File: src/rtl/div_pkg.sv
// Shared widths, state encoding and observable status for the restoring divider.
// The divide-by-zero check is compiled in only when DIV_ZERO_CHK_EN is defined.
package div_pkg;

   localparam int DW_DEFAULT = 16;
   localparam int SW_DEFAULT = 8;

   typedef logic [1:0] state_t;

   localparam state_t ST_IDLE = 2'd0;
   localparam state_t ST_RUN  = 2'd1;
   localparam state_t ST_DONE = 2'd2;

   // Status view of the controller; busy/done are decoded from it so the
   // state seen by a checker is exactly the state that drives the outputs.
   typedef struct packed {
      state_t state;
      logic   busy;
      logic   done;
   } div_dbg_t;

   function automatic div_dbg_t make_dbg(state_t s);
      div_dbg_t d;
      d.state = s;
      d.busy  = (s == ST_RUN);
      d.done  = (s == ST_DONE);
      return d;
   endfunction

   function automatic logic is_accepting(state_t s);
      return (s == ST_IDLE) || (s == ST_DONE);
   endfunction

endpackage

File: src/rtl/div_step.sv
// One restoring-division iteration: shift the partial remainder, bring in the
// next dividend bit, compare against the divisor and conditionally subtract.
module div_step
   import div_pkg::*;
#(
   parameter int SW = SW_DEFAULT
) (
   input  logic [SW:0]   r_in,
   input  logic          bit_in,
   input  logic [SW-1:0] divisor,
   output logic [SW:0]   r_out,
   output logic          q_bit
);

   logic [SW:0] r_shift;
   logic [SW:0] d_ext;
   logic        unused_msb;

   // The shift drops R's top bit; it can only be set when divisor is zero.
   always_comb begin
      unused_msb = r_in[SW];
      r_shift    = {r_in[SW-1:0], bit_in};
      d_ext      = {1'b0, divisor};
      q_bit      = (r_shift >= d_ext);
      r_out      = q_bit ? (r_shift - d_ext) : r_shift;
   end

endmodule

File: src/rtl/div_unit.sv
// Sequential unsigned restoring divider, one quotient bit per clock, MSB first.
// Defining DIV_ZERO_CHK_EN adds the err port and a one-cycle divide-by-zero path.
module div_unit
   import div_pkg::*;
#(
   parameter int DW = DW_DEFAULT,
   parameter int SW = SW_DEFAULT
) (
   input  logic          clk,
   input  logic          clr,
   input  logic          start,
   input  logic [DW-1:0] dividend,
   input  logic [SW-1:0] divisor,
   output logic          busy,
   output logic          done,
   output logic [DW-1:0] quotient,
`ifdef DIV_ZERO_CHK_EN
   output logic [SW-1:0] remainder,
   output logic          err
`else
   output logic [SW-1:0] remainder
`endif
);

   // Handshake: start is a level request sampled on each rising edge; it is
   // accepted only in IDLE or DONE (operands latched on that edge) and ignored
   // in RUN. done is a one-cycle pulse; results hold until the next acceptance.

   localparam int CW = $clog2(DW + 1);

   state_t        state_q, state_d;
   logic [CW-1:0] cnt_q, cnt_d;
   logic [DW-1:0] work_q, work_d;
   logic [SW-1:0] dvs_q, dvs_d;
   logic [SW:0]   r_q, r_d;
   logic [DW-1:0] quot_q, quot_d;
   logic [SW-1:0] rem_q, rem_d;
`ifdef DIV_ZERO_CHK_EN
   logic          err_q, err_d;
`endif

   logic [SW:0]   step_r;
   logic          step_q_bit;
   logic          accept;
   logic          load_run;
   div_dbg_t      dbg;

   assign dbg = make_dbg(state_q);

   div_step #(
      .SW(SW)
   ) u_step (
      .r_in   (r_q),
      .bit_in (work_q[DW-1]),
      .divisor(dvs_q),
      .r_out  (step_r),
      .q_bit  (step_q_bit)
   );

   always_comb begin
      state_d  = state_q;
      cnt_d    = cnt_q;
      work_d   = work_q;
      dvs_d    = dvs_q;
      r_d      = r_q;
      quot_d   = quot_q;
      rem_d    = rem_q;
`ifdef DIV_ZERO_CHK_EN
      err_d    = err_q;
`endif
      accept   = start && is_accepting(dbg.state);
      load_run = accept;

      case (dbg.state)
         ST_RUN: begin
            // work_q doubles as dividend feed (MSB out) and quotient collector (LSB in).
            r_d    = step_r;
            work_d = {work_q[DW-2:0], step_q_bit};
            cnt_d  = cnt_q - CW'(1);
            if (cnt_q == CW'(1)) begin
               state_d = ST_DONE;
               quot_d  = {work_q[DW-2:0], step_q_bit};
               rem_d   = step_r[SW-1:0];
            end
         end
         default: begin
`ifdef DIV_ZERO_CHK_EN
            if (accept && (divisor == '0)) begin
               load_run = 1'b0;
               state_d  = ST_DONE;
               quot_d   = '1;
               rem_d    = dividend[SW-1:0];
               err_d    = 1'b1;
            end else if (accept) begin
               err_d    = 1'b0;
            end
`endif
            if (load_run) begin
               state_d = ST_RUN;
               work_d  = dividend;
               dvs_d   = divisor;
               r_d     = '0;
               cnt_d   = CW'(DW);
            end else if (!accept) begin
               state_d = ST_IDLE;
            end
         end
      endcase
   end

   always_ff @(posedge clk) begin
      if (clr) begin
         state_q <= ST_IDLE;
         cnt_q   <= '0;
         work_q  <= '0;
         dvs_q   <= '0;
         r_q     <= '0;
         quot_q  <= '0;
         rem_q   <= '0;
`ifdef DIV_ZERO_CHK_EN
         err_q   <= 1'b0;
`endif
      end else begin
         state_q <= state_d;
         cnt_q   <= cnt_d;
         work_q  <= work_d;
         dvs_q   <= dvs_d;
         r_q     <= r_d;
         quot_q  <= quot_d;
         rem_q   <= rem_d;
`ifdef DIV_ZERO_CHK_EN
         err_q   <= err_d;
`endif
      end
   end

   assign busy      = dbg.busy;
   assign done      = dbg.done;
   assign quotient  = quot_q;
   assign remainder = rem_q;
`ifdef DIV_ZERO_CHK_EN
   assign err       = err_q;
`endif

endmodule
File: config.mk
export PLATFORM = sky130hd
export DESIGN_NAME = div_unit
export DESIGN_NICKNAME = d
export VERILOG_FILES = /design/src/rtl/div_pkg.sv /design/src/rtl/div_step.sv /design/src/rtl/div_unit.sv
export SDC_FILE = /design/constraint.sdc
export NUM_CORES = 1
export LEC_CHECK = 0
export ABC_AREA = 1
export CAP_MARGIN = 20
export CORE_ASPECT_RATIO = 0.8
export CORE_MARGIN = 5
export CORE_UTILIZATION = 30
export CTS_BUF_LIST = sky130_fd_sc_hd__clkbuf_8
export DETAILED_ROUTE_END_ITERATION = 10
export PLACE_DENSITY = 0.56
export SYNTH_ARGS = -nofsm -noshare
export SYNTH_HDL_FRONTEND = slang
export SYNTH_SLANG_ARGS = --single-unit
File: constraint.sdc
create_clock -name clk -period 4.9 [get_ports clk]
set_input_delay 0.98 -clock clk [delete_from_list [all_inputs] [get_ports clk]]
set_output_delay 0.98 -clock clk [all_outputs]
set_load 0.02 [all_outputs]
==> results.txt <==
worst slack, placed = 1968 ps
cell row count = 32
TritonCTS Sinks = 63
#FFs+latches synth = 63
post-synthesis mux area share = 0%
CP required = 3920 ps
Yosys top cell area share = 43.13%
Overflow after GRT = 0
Max Slew Vio Count = 0
Die Width = 120.4 um
RSZ-0062 raised after global routing = no
setup TNS = 0 ps
period utilisation layout = 58.03%
first-pass GRT wire length = 12.33 mm
Yosys cell types = 36
Compound-Gate Fraction of Synth Area = 14.16%
xor/xnor share of the synthesized area = 0.8986%
Clock Skews = 7.707 ps
post-synthesis adder-cell area fraction = 4.964%
Residual DRC = 0
Hold/Removal Path Class = reg2reg
WL per Instance = 13.52 um
WL met3 = 361 um
Final min period = 2843 ps
die height = 98.31 um
I/O pins = 53
clock latency on the worst-skew pair = 350 ps
Worst-path clk slew = 70 ps
CP Max Fanout = 24
post-CTS resize count = 0
largest net degree at the start of global routing = 32
Internal Power = 0.9214 mW
fraction of layout cells with a size suffix above 1 = 11.53%
worst setup margin = 2057 ps
vias per inst = 4.597
cell count after synthesis = 368
post-route ant nets = 0
leading cell type in the layout, fill and taps excluded = nand2_1
Avg Inst Size Synth = 7.946 um2
CP startpoint kind = flop
fmax = 351.7 MHz
CTS tree = built
static leakage = 1.519 nW
crit path capture type = output port
Max H-tree Level = 3
# diodes = 0
VDD IR max = 0.0001401 V
most frequent cells in the layout = 96 x nand2_1, 63 x dfxtp_1, 52 x clkdlybuf4s50_1
gr usage total = 13.09%
clock network fraction of total power = 25.3%
initial antenna violation count = 0
Post-CTS Setup Repair Bufs = 0
# port buffers = 52
Die ar. = 11830 um2
Final Hold Viols = 0
relative slew slack = 63.59%
highest routed layer = met4
status = finished clean
routed wire length = 7.353 mm
Seq pwr share = 38.7%
vias in the first global route = 2489
post-DP HPWL = 5.421 mm
Initial Utilization = 30.56%
top post-synthesis cells by area = dfxtp_1 43%, nand2_1 12%, inv_1 4.9%, ha_1 4.3%, nand3_1 3.6%
Starting DRT DRC Count = 181
logic gate share of total power = 36.0%
cts bufs inserted = 9
via count = 2501
syn nets = 406
Core Util, Final = 38.49%
setup violators final = 0
synthesized area = 2924 um2
met2 routed WL = 2.969 mm
CTS Root Cell = clkbuf_8
largest family of logic cells by synthesized area = simple AND/OR/NAND/NOR gates
max_cap viols = 0
clock tree buffer depth = 2
Layout area overhead = 25.97%
Met1 Wirelength = 3.961 mm
Core Footprint = 9569 um2
Worst Tran Pin Value = 544.9 ps
crit path DAT = 1860 ps
switching share of power = 38.69%
sequential element share of the synthesized area = 43.13%
power density cells = 408.0 nW/um2
Synth Area in Simple Gates = 28.33%
Final #Nets = 458
Post-CTS Hold Fix Bufs = 0
Setup CP Type = reg2out
Final GP Congestion = 0.8624
drt pass-1 iters = 4
Warnings, synthesis = 0
leading area contributor after synthesis = dfxtp_1
Sw Pwr = 0.5815 mW
-- sequential cells by signal, summed over array words and instances, names as in the netlist --
signal and flops:
cnt_q 5, dvs_q 8, r_q 8, remainder 8, work_q 16, quotient 16, state_q 2
-- power by group through the flow --
stage               Sequential, mW  Combinational, mW  Clock (mW)
global placement             0.592              0.529           0
detailed placement           0.592              0.536           0
finish                       0.581              0.541       0.380
CTS                          0.580              0.538       0.392
floorplan                    0.584              0.419           0
global route                 0.585              0.611       0.418
-- worst max-delay path, stage by stage, from the launching register on --
cell and delay [ps]:
dfxtp_1 440, nand2_4 130, inv_4 260, clkdlybuf4s50_1 680
-- synth_stat cells (all sizes together) --
library cell	count
o22ai	1
xnor2	2
nand3	22
ha	10
nand4	5
xor2	1
o21ai	16
a21oi	20
a211oi	1
nand2	110
a31oi	9
nor2	29
clkbuf	2
a221oi	8
buf	10
dfxtp	63
nor3	3
inv	44
a22o	8
nand3b	3
fa	1
-- per-stage QoR --
stage | hold slack [ps] | power [mW] | area (um2) | std cells
2_1_floorplan | 435.1 | 1.003 | 2924 | 368
3_3_place_gp | 430.4 | 1.121 | 3520 | 528
3_5_place_dp | 436.1 | 1.128 | 3520 | 528
4_1_cts | 451.7 | 1.511 | 3684 | 544
5_1_grt | 471.7 | 1.614 | 3684 | 544
6_report | 448.5 | 1.503 | 3684 | 544
-- cell families after synthesis --
family,after synthesis
flip-flops,63
AND/OR/NAND/NOR,172
adder cells (fa/ha/maj),11
XOR/XNOR,3
AO/OA/AOI/OAI,63
buffers and inverters,56
-- routing by layer --
metal  up-vias  GRT usage, %
met5         -             0
met4         0         3.920
met3         7         4.690
met2        56         17.69
met1      1120         19.28
li1       1318             -
-- layout make-up --
class | instances | area, um2
fillers | 999 | 5886
multi-input cells | 249 | 1414
well taps | 119 | 148.9
inverters | 44 | 167.7
clock buffers | 9 | 123.9
clock inverters | 7 | 40.04
flip-flops and latches | 63 | 1261
repair buffers | 53 | 528.0
-- path summary, 6_finish.rpt --
path,start,endpoint,slack [ps],cells past startpoint
worst min-delay path,quotient[6],quotient[6],450,2
worst max-delay path,state_q[0],busy,2060,3
worst min register to register,quotient[6],quotient[6],450,2
worst max register to register,r_q[2],r_q[6],3030,10
Note: power is estimated with default switching activity, not from simulation.
==> patch 1 (same flow settings) <==
`SW_DEFAULT`: 8 -> 4.
--- a/src/rtl/div_pkg.sv
+++ b/src/rtl/div_pkg.sv
@@ -3,7 +3,7 @@
 package div_pkg;
 
    localparam int DW_DEFAULT = 16;
-   localparam int SW_DEFAULT = 8;
+   localparam int SW_DEFAULT = 4;
 
    typedef logic [1:0] state_t;
 
Ports: changed (resized divisor and remainder); port bits go from 53 to 45. The function was not compared with the original's and may differ.
==> patch 1 against the original RTL <==
Setup slack gained 0.082 ns; synthesized area fell by 24%; sequential cell count shrank 12; routed wire length down 27%; via count is 27% lower; design area down 24%; core utilization decreased by 0.16 points; sequential share of layout area increased by 2.1 points; critical path type unchanged.
Power is not compared: it rests on default switching activity, and its combinational part moved more than twofold at a synthesized area within 25%.
==> patch 1: results (changes against the original RTL) <==
DP_HPWL_UM=3910  # -28%
LAYOUT-DRIVE-GT1-SHARE_PCT=11.4  # -0.092 points
FINAL.FILL_COUNT=774  # -23%
ROUTE.FINAL.WIRE_LENGTH_UM=5380  # -27%
MAX-SLEW-MARGIN-REL_PCT=71.8  # +8.2 points
CTSHTREEMAXLEVEL=2  # -1
SEQ_AREA_FRAC_SYNTH_PCT=45.7  # +2.6 points
CTS_MADE_BUFFERS=5  # -4
GLOBAL_ROUTE_WIRE_LENGTH_BEFORE_REPAIR_UM=9110  # -26%
PORT_BUFFERS=44  # -15%
ROUTE.DETAILED.VIAS_PER_INST=4.61  # +0.35%
DETAILEDROUTE.FIRSTITERATIONVIOLATIONS=47  # -74%
TIMING.CLOCK.SKEW_NS=0.00951  # +0.00180 ns
ANTENNA_FOUND_INITIAL=0  # unchanged
CTS_CLOCK_PIN_SLEW_FOR_THE_WORST_SETUP_AND_HOLD_PATHS_NS=0.10  # +0.03 ns
SYNTH_NETS=294  # -28%
CRITICAL_PATH.MAX_STAGE_DELAY_NS=0.70  # +0.02 ns
LEAKAGE_nW=1.08
SYNTHESIS.AREA_PER_INSTANCE_UM2=8.46  # +6.5%
YOSYS-TOP-CELLS-COUNT='sky130_fd_sc_hd__nand2_1 (60), sky130_fd_sc_hd__dfxtp_1 (51), sky130_fd_sc_hd__nor2_1 (23)'
GRTUSAGETOTAL_PCT=12.3  # -0.82 points
PLACED_INSTANCES=388  # -27%
NUMBER_OF_NETS_IN_THE_LAYOUT=335  # -27%
CLOCK_INSERTION_DELAY_WORST_SKEW_NS=0.31  # -0.04 ns
GRT_MAX_DEGREE=27  # -16%
GRT_PASS1_VIAS=1920  # -23%
RESULT_OF_THE_RUN='complete, no violations'
FINAL-INSTANCE-COUNT-EXCL-FILL=396  # -27%
GPL.FINAL_WEIGHTED_CONGESTION=0.796  # -7.7%
PATH_MAX_FANOUT=23  # -4.2%
CRIT_ARRIVAL_NS=1.78  # -0.08 ns
SYNTH_TOP_CELLS_BY_AREA='sky130_fd_sc_hd__dfxtp_1 (46%), sky130_fd_sc_hd__nand2_1 (10%), sky130_fd_sc_hd__nor2_1 (3.9%)'
-- patch 1: cell type report --
cell class	count	area [um^2]	share of cell area [%]
clock inverters	3	43.8	1.56
well taps	90	113	4.01
multi-input cells	172	982	35.0
clock buffers	5	68.8	2.45
inverters	30	130	4.64
flip-flops and latches	51	1020	36.4
repair buffers	45	448	16.0
-- patch 1: report_power, final --
| part | internal (mW) | leakage (nW) | switching (mW) | total (mW) |
|---|---|---|---|---|
| Sequential | 0.438 | 0.416 | 0.0174 | 0.456 |
| Combinational | 0.0770 | 0.608 | 0.130 | 0.207 |
| Clock | 0.152 | 0.0581 | 0.147 | 0.299 |
-- patch 1: cells by family (layout without fill, tap and decap cells) --
family                   Yosys count  in the layout  share of synthesized area, %
XOR/XNOR                           1              1                         0.392
AO/OA/AOI/OAI                     54             54                          15.6
flip-flops                        51             51                          45.7
AND/OR/NAND/NOR                  110            110                          23.8
adder cells (fa/ha/maj)            7              7                          4.26
buffers and inverters             41             83                          10.3
-- patch 1: worst paths after layout --
kind,depth (start not counted),slack [ns],end,from
setup / recovery,3,2.14,busy,state_q[0]$_SDFFE_PP0P_
hold / removal,2,0.46,remainder[1]$_SDFFE_PP0P_,remainder[1]$_SDFFE_PP0P_
setup reg to reg,10,3.31,r_q[2]$_SDFFE_PP0P_,dvs_q[1]$_SDFFE_PP0P_
hold reg to reg,2,0.46,remainder[1]$_SDFFE_PP0P_,remainder[1]$_SDFFE_PP0P_
-- patch 1: critical path: cells and delay by family, from the launching register on --
kind                   cells  cell delay (ns)
buffers and inverters      2             0.78
DFF                        1             0.36
and+or+nand+nor            1             0.35
-- patch 1: layer usage --
metal	up-vias	GRT usage, %	part of all wire [%]	wire length, um
li1	951	-	-	-
met1	821	16.4	50	2680
met2	50	20.2	44	2360
met3	5	2.74	5.5	293
met4	0	3.25	0.80	43
met5	-	0	0	0
-- patch 1: per-stage QoR --
step / cell area, um^2 / utilization, % / worst slack, ns / hold WS [ns] / power, mW
6_report: 2810 / 38.3 / 2.14 / 0.457 / 0.962
5_1_grt: 2810 / 38.3 / 2.04 / 0.489 / 1.01
4_1_cts: 2810 / 38.3 / 2.10 / 0.459 / 0.966
3_5_place_dp: 2690 / 36.8 / 2.33 / 0.435 / 0.672
3_3_place_gp: 2690 / 36.8 / 2.37 / 0.441 / 0.669
2_1_floorplan: 2230 / - / 3.05 / 0.435 / 0.619
==> patch 2 (config.mk and constraints unchanged) <==
Made on the original files. Put one more register stage on the output `quotient`. The value now appears one clock later. The other outputs are not delayed to match.
--- a/src/rtl/div_unit.sv
+++ b/src/rtl/div_unit.sv
@@ -136,7 +136,9 @@
 
    assign busy      = dbg.busy;
    assign done      = dbg.done;
-   assign quotient  = quot_q;
+   always_ff @(posedge clk) begin
+      quotient <= quot_q;
+   end
    assign remainder = rem_q;
 `ifdef DIV_ZERO_CHK_EN
    assign err       = err_q;
Check against the original RTL: no difference found for any inputs over 10 cycles, from zero or initial values; that may be too few to reach the edited logic, so the function may still have changed.
==> patch 2 against the original RTL <==
Power rose by 23%; non-clock buffer count increased by 1; combinational power increased by 14%; sequential cell count rose by 16; via count increased by 4.3%; design area grew 13%; maximum frequency fell by 1.5%; setup slack got worse by 0.043 ns; routed wire length increased by 6.8%; synthesized area up 12%; first-iteration DRC count is 3.3% lower; highest routed layer unchanged.
==> patch 2: results (changes against the original RTL) <==
FINAL.FILL_COUNT=1119  # +12%
GRTUSAGETOTAL_PCT=12.1  # -0.99 points
LEAKAGE_nW=1.68  # +11%
DR_TOTAL_VIAS=2609  # +4.3%
TIMING.CLOCK.SKEW_NS=0.0107  # +0.00295 ns
NUMBER_OF_NETS_IN_THE_LAYOUT=486  # +6.1%
LENGTH_OF_ROUTED_MET3_WIRING_UM=342  # -5.3%
SYNTH_COMPOUND_AREA_SHARE_PCT=13.3  # -0.84 points
LAYOUT-DRIVE-GT1-SHARE_PCT=11.9  # +0.42 points
FIN_WORST_HOLD_SLACK_NS=0.354  # -0.0944 ns
FINAL-INSTANCE-COUNT-EXCL-FILL=596  # +9.6%
SEQ_AREA_FRAC_SYNTH_PCT=48.1  # +5.0 points
SYNTH_NETS=434  # +6.9%
REG2REG_END='quot_q[9]$_SDFFE_PP0P_'
YOSYS.AREA_SHARE.ADDER_PCT=4.42  # -0.55 points
SYNTH_TOP_CELLS_BY_AREA='sky130_fd_sc_hd__dfxtp_1 (48%), sky130_fd_sc_hd__nand2_1 (9.7%), sky130_fd_sc_hd__nor2_1 (5.5%)'
MIN-DELAY-START='quot_q[4]$_SDFFE_PP0P_'
YOSYS-TOP-CELLS-COUNT='sky130_fd_sc_hd__nand2_1 (85), sky130_fd_sc_hd__dfxtp_1 (79), sky130_fd_sc_hd__nor2_1 (48)'
MAX-SLEW-MARGIN-REL_PCT=62.2  # -1.4 points
WORST_HOLD_PATH.NUM_CELLS=0  # -2
MET1_LENGTH_UM=4000  # +1.0%
PATH_MAX_FANOUT=28  # +17%
DIE_W_UM=127  # +5.5%
PLACE_WORST_SETUP_SLACK_NS=1.88  # -0.0830 ns
FINAL.PERIOD_UTILIZATION_PCT=58.9  # +0.87 points
GLOBAL_ROUTE_WIRE_LENGTH_BEFORE_REPAIR_UM=12800  # +4.1%
R2R_CELLS=6  # -4
ROUTE.FINAL.WIRE_LENGTH_UM=7850  # +6.8%
RESULT_OF_THE_RUN='complete, no violations'
GRT_MAX_DEGREE=41  # +28%
SYNTHESIS.INSTANCES=396  # +7.6%
CRIT_ARRIVAL_NS=1.91  # +0.05 ns
PLACED_INSTANCES=580  # +9.8%
GPL.FINAL_WEIGHTED_CONGESTION=0.855  # -0.89%
TIMING.HOLD.WORST_ENDPOINT='quotient[4]$_DFF_P_'
POST_SYNTH_XOR_AREA_FRACTION_PCT=0.800  # -0.099 points
DR_WL_MET2_UM=3400  # +15%
DP_HPWL_UM=5550  # +2.3%
TIMING.REG2REG.SETUP_SLACK_NS=2.82  # -0.21 ns
[patch 2: layer usage]
| metal | track usage (%) | up-vias |
|---|---|---|
| met5 | 0 | - |
| met4 | 4.44 | 0 |
| met3 | 4.12 | 10 |
| met2 | 18.0 | 46 |
| met1 | 16.2 | 1164 |
| li1 | - | 1389 |
[patch 2: area by class of cell]
class                           instances  area, um^2  share of cell area (%)
Clock buffer                           10         138                    3.32
Clock inverter                          5        82.6                    1.99
Inverter                               51         194                    4.67
Multi-Input combinational cell        253        1440                    34.6
Sequential cell                        79        1580                    38.1
Tap cell                              144         180                    4.34
Timing Repair Buffer                   54         539                    13.0
[patch 2: cell families after synthesis]
logic type	count (synthesis)
simple gates	181
flops	79
buf+inv	64
compound gates	58
fa+ha+maj	11
xor+xnor	3
[patch 2: report_power, final]
group / total [mW] / switching (mW) / internal [mW]
clock network: 0.525 / 0.226 / 0.299
logic: 0.615 / 0.397 / 0.218
registers: 0.711 / 0.0286 / 0.683
